**src/rtl/wb_arb_pkg.sv**
```systemverilog
// Shared types and helpers for the Wishbone round-robin arbiter.
//   NM_MAX  : largest supported master count
//   IDXW    : index width able to address NM_MAX masters
//   pick_t  : result of a request scan (index + found flag)
//   arb_case_e : classification of the request pattern seen by the current owner
package wb_arb_pkg;

   localparam int unsigned NM_MAX = 16;
   localparam int unsigned IDXW   = $clog2(NM_MAX);

   typedef struct packed {
      logic            found;
      logic [IDXW-1:0] idx;
   } pick_t;

   typedef enum logic [1:0] {
      ARB_IDLE,
      ARB_SOLE,
      ARB_RELEASE,
      ARB_CONTEND
   } arb_case_e;

   // One-hot vector with bit idx set; empty when idx is outside the n masters.
   function automatic logic [NM_MAX-1:0] onehot(input logic [IDXW-1:0] idx,
                                                input int unsigned n);
      logic [NM_MAX-1:0] v;
      v = '0;
      if (32'(idx) < n) v[idx] = 1'b1;
      return v;
   endfunction

   // First set request scanning start, start+1, ... wrapping modulo n (not modulo 2^k).
   function automatic pick_t rr_pick(input logic [NM_MAX-1:0] req,
                                     input logic [IDXW-1:0]   start,
                                     input int unsigned       n);
      pick_t       r;
      int unsigned j;
      r = '0;
      for (int unsigned k = 0; k < NM_MAX; k++) begin
         j = 32'(start) + k;
         if (j >= n) j = j - n;
         if (k < n && !r.found && req[j[IDXW-1:0]]) begin
            r.found = 1'b1;
            r.idx   = IDXW'(j);
         end
      end
      return r;
   endfunction

endpackage

```
**src/rtl/wb_arb_pick.sv**
```systemverilog
// Combinational request picker.
//   req   : request vector with the current owner already masked out
//   start : first index to scan in round-robin mode (ignored when RR=0)
//   idx   : selected master
//   found : at least one bit of req is set
module wb_arb_pick
   import wb_arb_pkg::*;
#(
   parameter int unsigned NM   = 8,
   parameter int unsigned RR   = 1,
   parameter int unsigned GNTW = $clog2(NM)
) (
   input  logic [NM-1:0]   req,
   input  logic [GNTW-1:0] start,
   output logic [GNTW-1:0] idx,
   output logic            found
);

   // Fixed priority is a round-robin scan that always starts at master 0.
   always_comb begin
      pick_t p;
      p     = rr_pick(NM_MAX'(req), (RR != 0) ? IDXW'(start) : '0, NM);
      idx   = GNTW'(p.idx);
      found = p.found;
   end

endmodule

```
**src/rtl/wb_rr_arb.sv**
```systemverilog
// Parametrised Wishbone bus arbiter with fixed-priority or round-robin policy
// and an optional hold limit that preempts a streaming master at an ack.
//   clk_i, rst_i : clock, synchronous active-high reset
//   req_i        : per-master cyc requests
//   ack_i        : ack of the granted transfer (transfer boundary)
//   lock_i       : granted master forbids preemption
//   gnt_o        : encoded grant (registered)
//   gnt_oh_o     : one-hot grant (registered)
//   gnt_valid_o  : granted master is requesting (combinational)
//   preempt_o    : last grant change was a forced preemption (registered pulse)
module wb_rr_arb
   import wb_arb_pkg::*;
#(
   parameter int unsigned NM       = 8,
   parameter int unsigned GNTW     = $clog2(NM),
   parameter int unsigned RR       = 1,
   parameter int unsigned MAX_HOLD = 0
) (
   input  logic            clk_i,
   input  logic            rst_i,
   input  logic [NM-1:0]   req_i,
   input  logic            ack_i,
   input  logic            lock_i,
   output logic [GNTW-1:0] gnt_o,
   output logic [NM-1:0]   gnt_oh_o,
   output logic            gnt_valid_o,
   output logic            preempt_o
);

   localparam int unsigned HCW = (MAX_HOLD > 0) ? $clog2(MAX_HOLD + 1) : 1;
   localparam logic [HCW-1:0] HOLD_LAST = HCW'((MAX_HOLD > 0) ? MAX_HOLD - 1 : 0);

   logic [HCW-1:0]    hold_q, hold_d;
   logic [GNTW-1:0]   gnt_d, start, pick_idx;
   logic [NM-1:0]     others, oh_d;
   logic [NM_MAX-1:0] oh_full;
   logic              cur_req, other, preempt_d;
   arb_case_e         cls;

   assign cur_req     = |(req_i & gnt_oh_o);
   assign others      = req_i & ~gnt_oh_o;
   assign gnt_valid_o = cur_req;
   assign start       = (gnt_o == GNTW'(NM - 1)) ? '0 : gnt_o + 1'b1;

   // With the owner masked, the same pick serves both release and preemption.
   wb_arb_pick #(.NM(NM), .RR(RR), .GNTW(GNTW)) u_pick (
      .req   (others),
      .start (start),
      .idx   (pick_idx),
      .found (other)
   );

   // Next grant, hold counter and preempt flag.
   always_comb begin
      gnt_d     = gnt_o;
      hold_d    = hold_q;
      preempt_d = 1'b0;
      cls       = ARB_IDLE;
      if (cur_req && other)  cls = ARB_CONTEND;
      else if (cur_req)      cls = ARB_SOLE;
      else if (other)        cls = ARB_RELEASE;

      case (cls)
         ARB_RELEASE: begin
            gnt_d  = pick_idx;
            hold_d = '0;
         end
         ARB_CONTEND: begin
            if (MAX_HOLD != 0) begin
               // Counter saturates at the limit; preemption waits for an unlocked ack.
               if (hold_q < HOLD_LAST) begin
                  hold_d = hold_q + 1'b1;
               end else if (ack_i && !lock_i) begin
                  gnt_d     = pick_idx;
                  hold_d    = '0;
                  preempt_d = 1'b1;
               end
            end
         end
         default: ;
      endcase

      oh_full = onehot(IDXW'(gnt_d), NM);
      oh_d    = oh_full[NM-1:0];
   end

   // State and registered outputs.
   always_ff @(posedge clk_i) begin
      if (rst_i) begin
         gnt_o     <= '0;
         gnt_oh_o  <= NM'(1);
         hold_q    <= '0;
         preempt_o <= 1'b0;
      end else begin
         gnt_o     <= gnt_d;
         gnt_oh_o  <= oh_d;
         hold_q    <= hold_d;
         preempt_o <= preempt_d;
      end
   end

endmodule

```
**config.mk**
```make
export PLATFORM = sky130hd
export DESIGN_NAME = wb_rr_arb
export DESIGN_NICKNAME = d
export VERILOG_FILES = /design/src/rtl/wb_arb_pkg.sv /design/src/rtl/wb_arb_pick.sv /design/src/rtl/wb_rr_arb.sv
export SDC_FILE = /design/constraint.sdc
export NUM_CORES = 1
export LEC_CHECK = 0
export ABC_AREA = 1
export CAP_MARGIN = 20
export CORE_MARGIN = 2
export CORE_UTILIZATION = 55
export DETAILED_ROUTE_END_ITERATION = 8
export HOLD_SLACK_MARGIN = 0.12
export PLACE_DENSITY = 0.85
export SYNTH_ARGS = -nofsm -noshare
export SYNTH_HDL_FRONTEND = slang
export SYNTH_SLANG_ARGS = --single-unit
```
**constraint.sdc**
```tcl
create_clock -name clk_i -period 3.7 [get_ports clk_i]
set_input_delay 1.11 -clock clk_i [delete_from_list [all_inputs] [get_ports clk_i]]
set_output_delay 1.11 -clock clk_i [all_outputs]
set_load 0.02 [all_outputs]
```
==> results of run 1 <==
## routing by layer
layer | global-route usage [%] | share of wire (%) | vias to the layer above
met5 | 0 | 0 | -
met4 | 8.362 | 1.3 | 0
met3 | 1.395 | 3.3 | 5
met2 | 40.48 | 49 | 36
met1 | 28.35 | 46 | 640
li1 | - | - | 790
## final cells by class
cell class              count  area, µm²  area share (%)
inverters                  31      121.4           7.122
multi-input cells         194       1081           63.44
repair buffers             22      216.5           12.70
clock buffers               3      22.52           1.322
well taps                  30      37.54           2.203
flip-flops and latches     11      220.2           12.92
clock inverters             1      5.005          0.2937
## cell families after synthesis
| group | Yosys count | synth area share (%) |
|---|---|---|
| AO/OA/AOI/OAI | 10 | 4.770 |
| XOR/XNOR | 3 | 2.300 |
| adder cells (fa/ha/maj) | 5 | 4.259 |
| buffers and inverters | 36 | 11.41 |
| flip-flops | 11 | 14.99 |
| other | 1 | 0.2553 |
| AND/OR/NAND/NOR | 175 | 62.01 |
## metrics by stage
stage / worst slack, ns / util, % / hold WS, ns / instances / TNS, ns
after floorplan: 0.9584 / - / 0.6876 / 241 / 0
after global placement: -0.01965 / 67.12 / 0.6522 / 288 / -0.01965
after detailed placement: -0.01570 / 67.12 / 0.6618 / 288 / -0.01570
after CTS: 0.1953 / 68.17 / 0.6771 / 292 / 0
after global routing: 0.1095 / 68.17 / 0.7314 / 292 / 0
final: 0.2231 / 68.17 / 0.6702 / 292 / 0
## flip-flops by register name, indices dropped and copies added (netlist names)
signal and flops:
gnt_o 3, gnt_oh_o 8
## cell usage in the layout, fill, tap and decap left out, drive strengths merged, types with 5 or more instances in the layout
cell type,count
clkdlybuf4s50,20
dfxtp,11
ha,5
inv,30
nand2,108
nand3,28
nand4,8
nor2,30
## worst min path at each step
stage,from,endpoint,slack (ns),depth (start not counted)
2_1_floorplan,gnt_o[2],gnt_oh_o[6],0.69,4
3_3_place_gp,gnt_o[2],gnt_o[2],0.65,4
3_5_place_dp,gnt_o[2],gnt_o[2],0.66,4
4_1_cts,gnt_o[2],gnt_o[2],0.68,4
5_1_grt,gnt_o[2],gnt_oh_o[6],0.73,4
6_report,gnt_o[2],gnt_o[2],0.67,4
## cells in the mapped netlist (all sizes together)
cell type,number,area share (%)
buf,5,3.2
nand4,8,4.9
xnor2,2,1.7
conb,1,0.26
nand3,28,12
nand2,108,34
nor3,1,0.68
a21oi,3,1.3
xor2,1,0.60
inv,30,7.7
dfxtp,11,15
o21bai,2,1.3
a221oi,2,1.2
ha,5,4.3
nor2,30,10
o21ai,3,1.0
clkinv,1,0.60
## critical path: stages
cell and delay (ns):
sky130_fd_sc_hd__clkdlybuf4s50_1 0.42, sky130_fd_sc_hd__inv_1 0.06, sky130_fd_sc_hd__o21ai_0 0.08, sky130_fd_sc_hd__a221oi_1 0.21, sky130_fd_sc_hd__nand2_1 0.13, sky130_fd_sc_hd__dlygate4sd2_1 0.34
==> results.txt, run 1 <==
The detailed-route wire length per cell came out at 11.35 µm. The final weighted congestion in routability-driven placement is 0.8891. In this run the clock root is driven by a sky130_fd_sc_hd__clkbuf_4.

The number of violations of the max-capacitance limit came out at 0. The half-perimeter wire length after placement came out at 2718 µm. The count of cells along the worst register-to-register path came out at 19.

The core area is 0.002500 mm². The area growth from synthesis to layout is 16.01%. For the finished layout, the period the worst path requires is 3.477 ns. Counting distinct cell types in the post-synthesis netlist gives 34. The worst register-to-register path ends at gnt_oh_o[5].

The kind of path behind the tightest hold check is flip-flop to flip-flop. The clock arrives with 0.006380 ns of skew. The count of nets left with antenna violations after detail routing is 0. The number of input and output port buffers inserted is 21.

For this run, the post-layout net count is 280. The number of max-slew violations in the final report came out at 0. The number of hold buffers added after CTS was 0. The initial cell density of the core came out at 58.76%.

The pre-antenna-repair detailed-routing pass consisted of 4 iterations. Row generation in the floorplan step produced 18 rows. The deepest level of the CTS H-tree is 1.

The portion of the post-synthesis area used by sequential elements is 14.99%. The combined global-route utilization of all metal layers came out at 22.66%. The later-pin clock latency in the skew report is 0.28 ns. The number of design rule violations left after detail routing is 0.

The startpoint of the most critical setup path is req_i[6]. Of the cells placed in the final design, the portion with a size suffix greater than 1 is 21.37%. The data required time of the critical path is 2.59 ns. The final wirelength came out at 3315 µm. Setup repair after global routing left no endpoint under its margin. A synthesized cell averages 6.095 µm². STA classifies the critical path startpoint as a primary input.

The worst setup path is captured at a primary output. For this design the top-level I/O count stands at 25. The number of antenna violations at the first check in global routing is 0. The first-pass GRT wire length is 5802 µm. The minimum setup slack among reg-to-reg paths is 0.66 ns.

The number of endpoints with negative hold slack in the final report is 0. The filler cells instantiated in the layout total 231. In this run, synthesis produced a sequential element count of 11.

The area of the die is 0.003100 mm². The post-CTS setup buffer count is 0. The worst flop-to-flop path startpoint is gnt_o[0]. The via count is 1,471. The cell area after placement came out at 0.001678 mm². TritonCTS built the clock tree. The endpoint arrival time on the critical path is 2.37 ns. The critical path in this run is classified as primary input to primary output.

The clock passes through at most 2 buffers. The flow ran to the end, and the final reports show no timing, DRC or antenna violations. The transition time at the pin with the least slew margin came out at 0.5155 ns.

The detailed router finished its first iteration with 56 violations. The clock transition time at the flip-flop clock pins of the worst setup and hold paths is 0.06 ns. The most critical setup path has its endpoint at gnt_valid_o. The worst-path maximum fanout is 2. The average vias per placed instance is 5.038. Derived from the worst setup path, the maximum achievable clock frequency is 0.2876 GHz. The mapped cell area is 0.001469 mm². The total of warnings raised by yosys is 0. The clock sink count came out at 11. Synthesis produced a netlist whose cell count is 241. The floorplan step set the die height to 55.68 µm. The number of cells upsized or downsized after cts is 1. The worst path uses 93.97% of the clock period.

Measured along the x axis, the die boundary spans 55.68 µm. The worst max-slew margin expressed relative to the limit came out at 65.60%. The number of global-route vias before repair is 1,398. The number of nets handed over by synthesis was 258.

The residual overflow from global routing came out at 0. The antenna diode count is 0. The number of endpoints failing setup at the final stage came out at 0. The area of all placed cells without fillers is 0.001704 mm². The maximum number of pins on one net before global-route repair came out at 13. The number of buffers added by the clock tree synthesis step came out at 3.
Power of run 1 is not shown: default switching activity piles up to over one toggle a cycle in this logic, so the estimate is an artifact.
==> inputs of run 2 (changes only) <==
- CORE_MARGIN: 2 -> 8
==> results.txt, run 2 (synthesis results as in run 1) <==
The maximum root-to-sink buffer count was 2 (unchanged). The worst slack after detailed placement is -0.01584 ns (was -0.01570 ns). The endpoint arrival time on the critical path came out at 2.36 ns (was 2.37 ns). The number of max-slew violations in the final report came out at 0 (unchanged). The number of filler instances in the final layout was 235 (was 231).

The number of placed cells counting well taps came to 288 (unchanged). The via count came out at 1,489 (was 1,471). The maximum number of pins on one net before global-route repair came out at 13 (unchanged). The fraction of met3 tracks used by global routing came to 2.649% (was 1.395%). The combined global-route utilization of all metal layers was 16.84% (was 22.66%).

The half-perimeter wire length after placement came out at 2860 µm (was 2718 µm). Registers with the highest flip-flop counts: gnt_oh_o x8, gnt_o x3 (unchanged). The data required time of the critical path was 2.59 ns (about the same). The area growth from synthesis to layout came out at 16.01% (unchanged). The final wirelength is 3401 µm (was 3315 µm). The flip-flop count of the largest register after layout came out at 8 (unchanged). The number of endpoints failing setup at the final stage is 0 (unchanged). The number of design rule violations left after detail routing came out at 0 (unchanged). The area of all sequential standard cells came to 220.2 µm² (unchanged). The core area was 0.002500 mm² (unchanged). The initial cell density of the core is 58.76% (unchanged). The first-pass GRT wire length is 6216 µm (was 5802 µm). The number of detailed-route iterations in the first pass came out at 4 (unchanged). The setup skew after layout was 0.004279 ns (was 0.006380 ns). The number of core rows came out at 18 (unchanged). The global routing met1 resource utilization is 19.51% (was 28.35%).

The later-pin clock latency in the skew report was 0.27 ns (was 0.28 ns). The count of cells along the worst register-to-register path is 19 (unchanged). The startpoint type of the worst setup path is a primary input (unchanged). The met2 track utilization from global routing is 29.59% (was 40.48%).

The die outline height came to 67.68 µm (was 55.68 µm). The TritonCTS clock tree is done (unchanged). Run status: completed (unchanged). The residual overflow from global routing was 0 (unchanged).

The buffer type at the clock tree root is sky130_fd_sc_hd__clkbuf_4 (unchanged). The largest register by flop count is gnt_oh_o (unchanged). The number of buffers added by the clock tree synthesis step is 3 (unchanged). The deepest level of the CTS H-tree came to 1 (unchanged). The clock transition time at the flip-flop clock pins of the worst setup and hold paths came to 0.07 ns (was 0.06 ns). The clock sink count came to 11 (unchanged). The share of the cycle needed by the critical path after routing is 93.81% (was 93.97%). The busiest layer in global routing is met2 (unchanged). The count of nets left with antenna violations after detail routing came out at 0 (unchanged).

The number of instances on the worst hold path came out at 4 (unchanged). The area taken by multi-input logic gates is 0.001081 mm² (unchanged). The final worst-path setup slack is 0.2292 ns (was 0.2231 ns). The detailed-route wire length per cell is 11.65 µm (was 11.35 µm). The number of input and output port buffers inserted came out at 21 (unchanged). The antenna diode count is 0 (unchanged). The number of antenna violations at the first check in global routing is 0 (unchanged). The most common cell after layout, fill and taps aside is sky130_fd_sc_hd__nand2_1 (unchanged). The kind of critical path is primary input to primary output (unchanged). The number of violations of the max-capacitance limit came to 0 (unchanged).

The type of element capturing the critical path is a primary output (unchanged). The number of standard cells in the final layout excluding fillers is 292 (unchanged). The final-stage net count is 280 (unchanged). The number of endpoints with negative hold slack in the final report came out at 0 (unchanged).

The average vias per placed instance came to 5.099 (was 5.038). The number of DRC markers after the initial detailed-route iteration is 65 (was 56). The highest clock rate is 0.2881 GHz (was 0.2876 GHz). The kind of path behind the tightest hold check is flip-flop to flip-flop (unchanged). The number of top-level design ports is 25 (unchanged). The final critical path time including I/O delays and setup came to 3.471 ns (was 3.477 ns).

Setup repair after global routing missed its margin: no (unchanged). The horizontal die dimension came out at 67.68 µm (was 55.68 µm). The share of layout cells above drive strength 1 is 21.37% (unchanged). The count of hold buffers inserted by post-cts repair came out at 0 (unchanged). The worst max-slew margin expressed relative to the limit was 64.91% (was 65.60%). The area of the die is 0.004581 mm² (was 0.003100 mm²). The transition time at the pin with the least slew margin came out at 0.5258 ns (was 0.5155 ns).

The worst-path maximum fanout came to 2 (unchanged). The final weighted congestion in routability-driven placement came to 0.9051 (was 0.8891). The number of global-route vias before repair is 1,481 (was 1,398). Most used cells in the layout excluding fill and tap cells: 83 x sky130_fd_sc_hd__nand2_1, 25 x sky130_fd_sc_hd__nor2_1, 23 x sky130_fd_sc_hd__inv_1, 21 x sky130_fd_sc_hd__nand3_1, 20 x sky130_fd_sc_hd__clkdlybuf4s50_1 (unchanged).
run 2: cell counts in the layout (fill, tap and decap cells not counted):
Identical to the previous run, type by type.
run 2: path summary, 6_finish.rpt:
check                           startpoint           to  slack (ns)
worst min-delay path              gnt_o[2]     gnt_o[2]        0.68
worst max-delay path              req_i[2]  gnt_valid_o        0.23
worst max register to register    gnt_o[0]  gnt_oh_o[4]        0.70
worst min register to register    gnt_o[2]     gnt_o[2]        0.68
run 2: final cells by class:
cell class / instances / area share, %
Multi-Input combinational cell: 194 / 63.44
Clock inverter: 1 / 0.2937
Sequential cell: 11 / 12.92
Timing Repair Buffer: 22 / 12.70
Inverter: 31 / 7.122
Tap cell: 30 / 2.203
Clock buffer: 3 / 1.322
run 2: critical path: stages:
cell	delay, ns
sky130_fd_sc_hd__clkdlybuf4s50_1	0.42
sky130_fd_sc_hd__nand2_1	0.06
sky130_fd_sc_hd__o21ai_0	0.07
sky130_fd_sc_hd__a221oi_1	0.22
sky130_fd_sc_hd__nand2_1	0.14
sky130_fd_sc_hd__dlygate4sd2_1	0.34
run 2: repair_timing:
action                     in CTS  in global routing
setup buffers                   0                  0
resized for setup               1                  0
setup endpoints to repair       1                  0
run 2: per-stage QoR:
stage / hold slack (ns) / utilization (%) / cell area [µm²] / setup TNS [ns]
after floorplan: 0.6876 / - / 1469 / 0
after global placement: 0.6533 / 67.12 / 1678 / -0.03208
after detailed placement: 0.6722 / 67.12 / 1678 / -0.01584
after CTS: 0.6784 / 68.17 / 1704 / 0
after global routing: 0.7229 / 68.17 / 1704 / 0
final: 0.6762 / 68.17 / 1704 / 0
run 2: layer usage:
metal	share of wire, %	vias up
li1	-	791
met1	45	649
met2	49	37
met3	3.9	12
met4	2.6	0
met5	0	-
Power of run 2 is left out for the same reason.
==> inputs of run 3 (changes only) <==
- CTS_BUF_LIST: default -> sky130_fd_sc_hd__clkbuf_8 sky130_fd_sc_hd__clkbuf_16
==> results.txt, run 3 (synthesis results as in run 1) <==
Run status: completed (unchanged). Most used cells in the layout excluding fill and tap cells: 83 x sky130_fd_sc_hd__nand2_1, 25 x sky130_fd_sc_hd__nor2_1, 23 x sky130_fd_sc_hd__inv_1, 21 x sky130_fd_sc_hd__nand3_1, 20 x sky130_fd_sc_hd__clkdlybuf4s50_1 (unchanged). The initial cell density of the core was 58.76% (unchanged). The clock sink count is 11 (unchanged).

The final wirelength is 3377 µm (was 3401 µm). The core area came out at 0.002500 mm² (unchanged). The maximum root-to-sink buffer count was 2 (unchanged).

The source of the worst hold timing path was gnt_o[2] (unchanged). The clock transition time at the flip-flop clock pins of the worst setup and hold paths is 0.05 ns (was 0.07 ns). The antenna diode count came out at 0 (unchanged).

The count of cells along the worst register-to-register path came out at 19 (unchanged). The most used cell along the critical path is sky130_fd_sc_hd__nand2_1 (unchanged). The number of standard cells in the final layout excluding fillers came out at 292 (unchanged). The worst-path maximum fanout came out at 2 (unchanged).

The final critical path time including I/O delays and setup is 3.474 ns (was 3.471 ns). The area growth from synthesis to layout came to 17.29% (was 16.01%). The post-CTS setup buffer count came out at 0 (unchanged). The number of DRC markers after the initial detailed-route iteration came out at 65 (unchanged). The delay contributed by the slowest stage of the critical path came to 0.42 ns (about the same). The number of design rule violations left after detail routing came out at 0 (unchanged). The endpoint arrival time on the critical path is 2.36 ns (about the same). The number of antenna violations at the first check in global routing is 0 (unchanged). The share of the cycle needed by the critical path after routing came out at 93.89% (was 93.81%).

The via count is 1,470 (was 1,489). The number of global-route vias before repair is 1,490 (was 1,481). The residual overflow from global routing came out at 0 (unchanged). The share of layout cells above drive strength 1 came to 21.37% (unchanged). The final weighted congestion in routability-driven placement is 0.9051 (unchanged). The number of core rows is 18 (unchanged). The endpoint of the worst-slack reg-to-reg timing path was gnt_oh_o[4] (unchanged). The TritonCTS clock tree is done (unchanged).

The worst max-slew margin expressed relative to the limit was 65.39% (was 64.91%). The setup skew after layout was 0.003030 ns (was 0.004279 ns). The largest register by flop count is gnt_oh_o (unchanged). Worst path cell trace: clkdlybuf4s50_1, nand2_1, o21ai_0, a221oi_1, nand2_1, dlygate4sd2_1 (unchanged).

The deepest level of the CTS H-tree came out at 1 (unchanged). The average vias per placed instance is 5.034 (was 5.099). The length of routed met2 wiring came out at 1660 µm (was 1654 µm). The half-perimeter wire length after placement came out at 2860 µm (unchanged).

The startpoint type of the worst setup path is a primary input (unchanged). The number of endpoints failing setup at the final stage came out at 0 (unchanged). The count of nets left with antenna violations after detail routing is 0 (unchanged). The startpoint of the most critical setup path is req_i[2] (unchanged). The most common cell after layout, fill and taps aside is sky130_fd_sc_hd__nand2_1 (unchanged). The destination of the worst hold path is gnt_o[2] (unchanged). The worst flop-to-flop path startpoint was gnt_o[0] (unchanged). The later-pin clock latency in the skew report is 0.24 ns (was 0.27 ns). The buffer type at the clock tree root is sky130_fd_sc_hd__clkbuf_8 (was sky130_fd_sc_hd__clkbuf_4). The final-stage net count is 280 (unchanged). The number of buffers added by the clock tree synthesis step came to 3 (unchanged). The number of violations of the max-capacitance limit came out at 0 (unchanged). The die outline height came out at 67.68 µm (unchanged).

The horizontal die dimension is 67.68 µm (unchanged). The number of placed cells counting well taps came to 288 (unchanged). The minimum setup slack among reg-to-reg paths came out at 0.71 ns (was 0.70 ns).

The met1 routed wirelength after detailed routing came out at 1537 µm (was 1522 µm). The combined global-route utilization of all metal layers came out at 16.87% (was 16.84%). The number of max-slew violations in the final report is 0 (unchanged). The detailed route wirelength on metal3 is 112 µm (was 134 µm). The number of instances on the worst hold path is 4 (unchanged). The number of detailed-route iterations in the first pass came out at 5 (was 4). The area of the die is 0.004581 mm² (unchanged).

The maximum number of pins on one net before global-route repair is 13 (unchanged). The highest clock rate came out at 0.2879 GHz (was 0.2881 GHz). The detailed-route wire length per cell came out at 11.57 µm (was 11.65 µm). The cell with the largest stage delay on the worst path is sky130_fd_sc_hd__clkdlybuf4s50_1 (unchanged). The flip-flop count of the largest register after layout came to 8 (unchanged). Registers with the highest flip-flop counts: gnt_oh_o x8, gnt_o x3 (unchanged). The first-pass GRT wire length came out at 6237 µm (was 6216 µm). Setup repair after global routing missed its margin: no (unchanged). The kind of path behind the tightest hold check is flip-flop to flip-flop (unchanged). The number of endpoints with negative hold slack in the final report is 0 (unchanged). The number of filler instances in the final layout came out at 232 (was 235). The number of input and output port buffers inserted came out at 21 (unchanged). The transition time at the pin with the least slew margin came to 0.5186 ns (was 0.5258 ns). The kind of critical path is primary input to primary output (unchanged).

The highest routing layer actually used was met4 (unchanged). The type of element capturing the critical path is a primary output (unchanged). The data required time of the critical path is 2.59 ns (about the same).

The number of top-level design ports came out at 25 (unchanged).
## run 3: repair_timing
item	4_1_cts	5_1_grt
hold buffers	0	0
setup endpoints to repair	1	0
resized for setup	1	0
## run 3: stage by stage
stage	area (µm²)	util (%)	setup slack [ns]	TNS, ns	hold WS, ns
6_report	1723	68.92	0.2260	0	0.6713
5_1_grt	1723	68.92	0.1295	0	0.7206
4_1_cts	1723	68.92	0.2032	0	0.6737
2_1_floorplan	1469	-	0.9584	0	0.6876
3_3_place_gp	1678	67.12	-0.03208	-0.03208	0.6533
3_5_place_dp	1678	67.12	-0.01584	-0.01584	0.6722
## run 3: final cells by class
cell class,count,area (µm²),share of cell area (%)
Multi-Input combinational cell,194,1081,62.75
Timing Repair Buffer,22,216.5,12.56
Inverter,31,121.4,7.044
Sequential cell,11,220.2,12.78
Clock buffer,3,41.29,2.397
Tap cell,30,37.54,2.179
Clock inverter,1,5.005,0.2905
## run 3: worst max path at each step
stage | to | slack [ns] | cells after the start
after global placement | gnt_valid_o | -0.03 | 6
final | gnt_valid_o | 0.23 | 6
after floorplan | gnt_valid_o | 0.96 | 4
after CTS | gnt_valid_o | 0.20 | 6
after detailed placement | gnt_valid_o | -0.02 | 6
after global routing | gnt_valid_o | 0.13 | 6
## run 3: metal layers
layer	up-vias	GRT usage, %
met2	34	29.82
met1	639	19.42
li1	790	-
met5	-	0
met3	7	2.152
met4	0	8.355
## run 3: critical path: cells and delay by family
kind | cells | cell delay [ns]
AOI/OAI and AO/OA | 2 | 0.29
buffers and inverters | 2 | 0.76
and+or+nand+nor | 2 | 0.20
Power of run 3 is left out for the same reason.
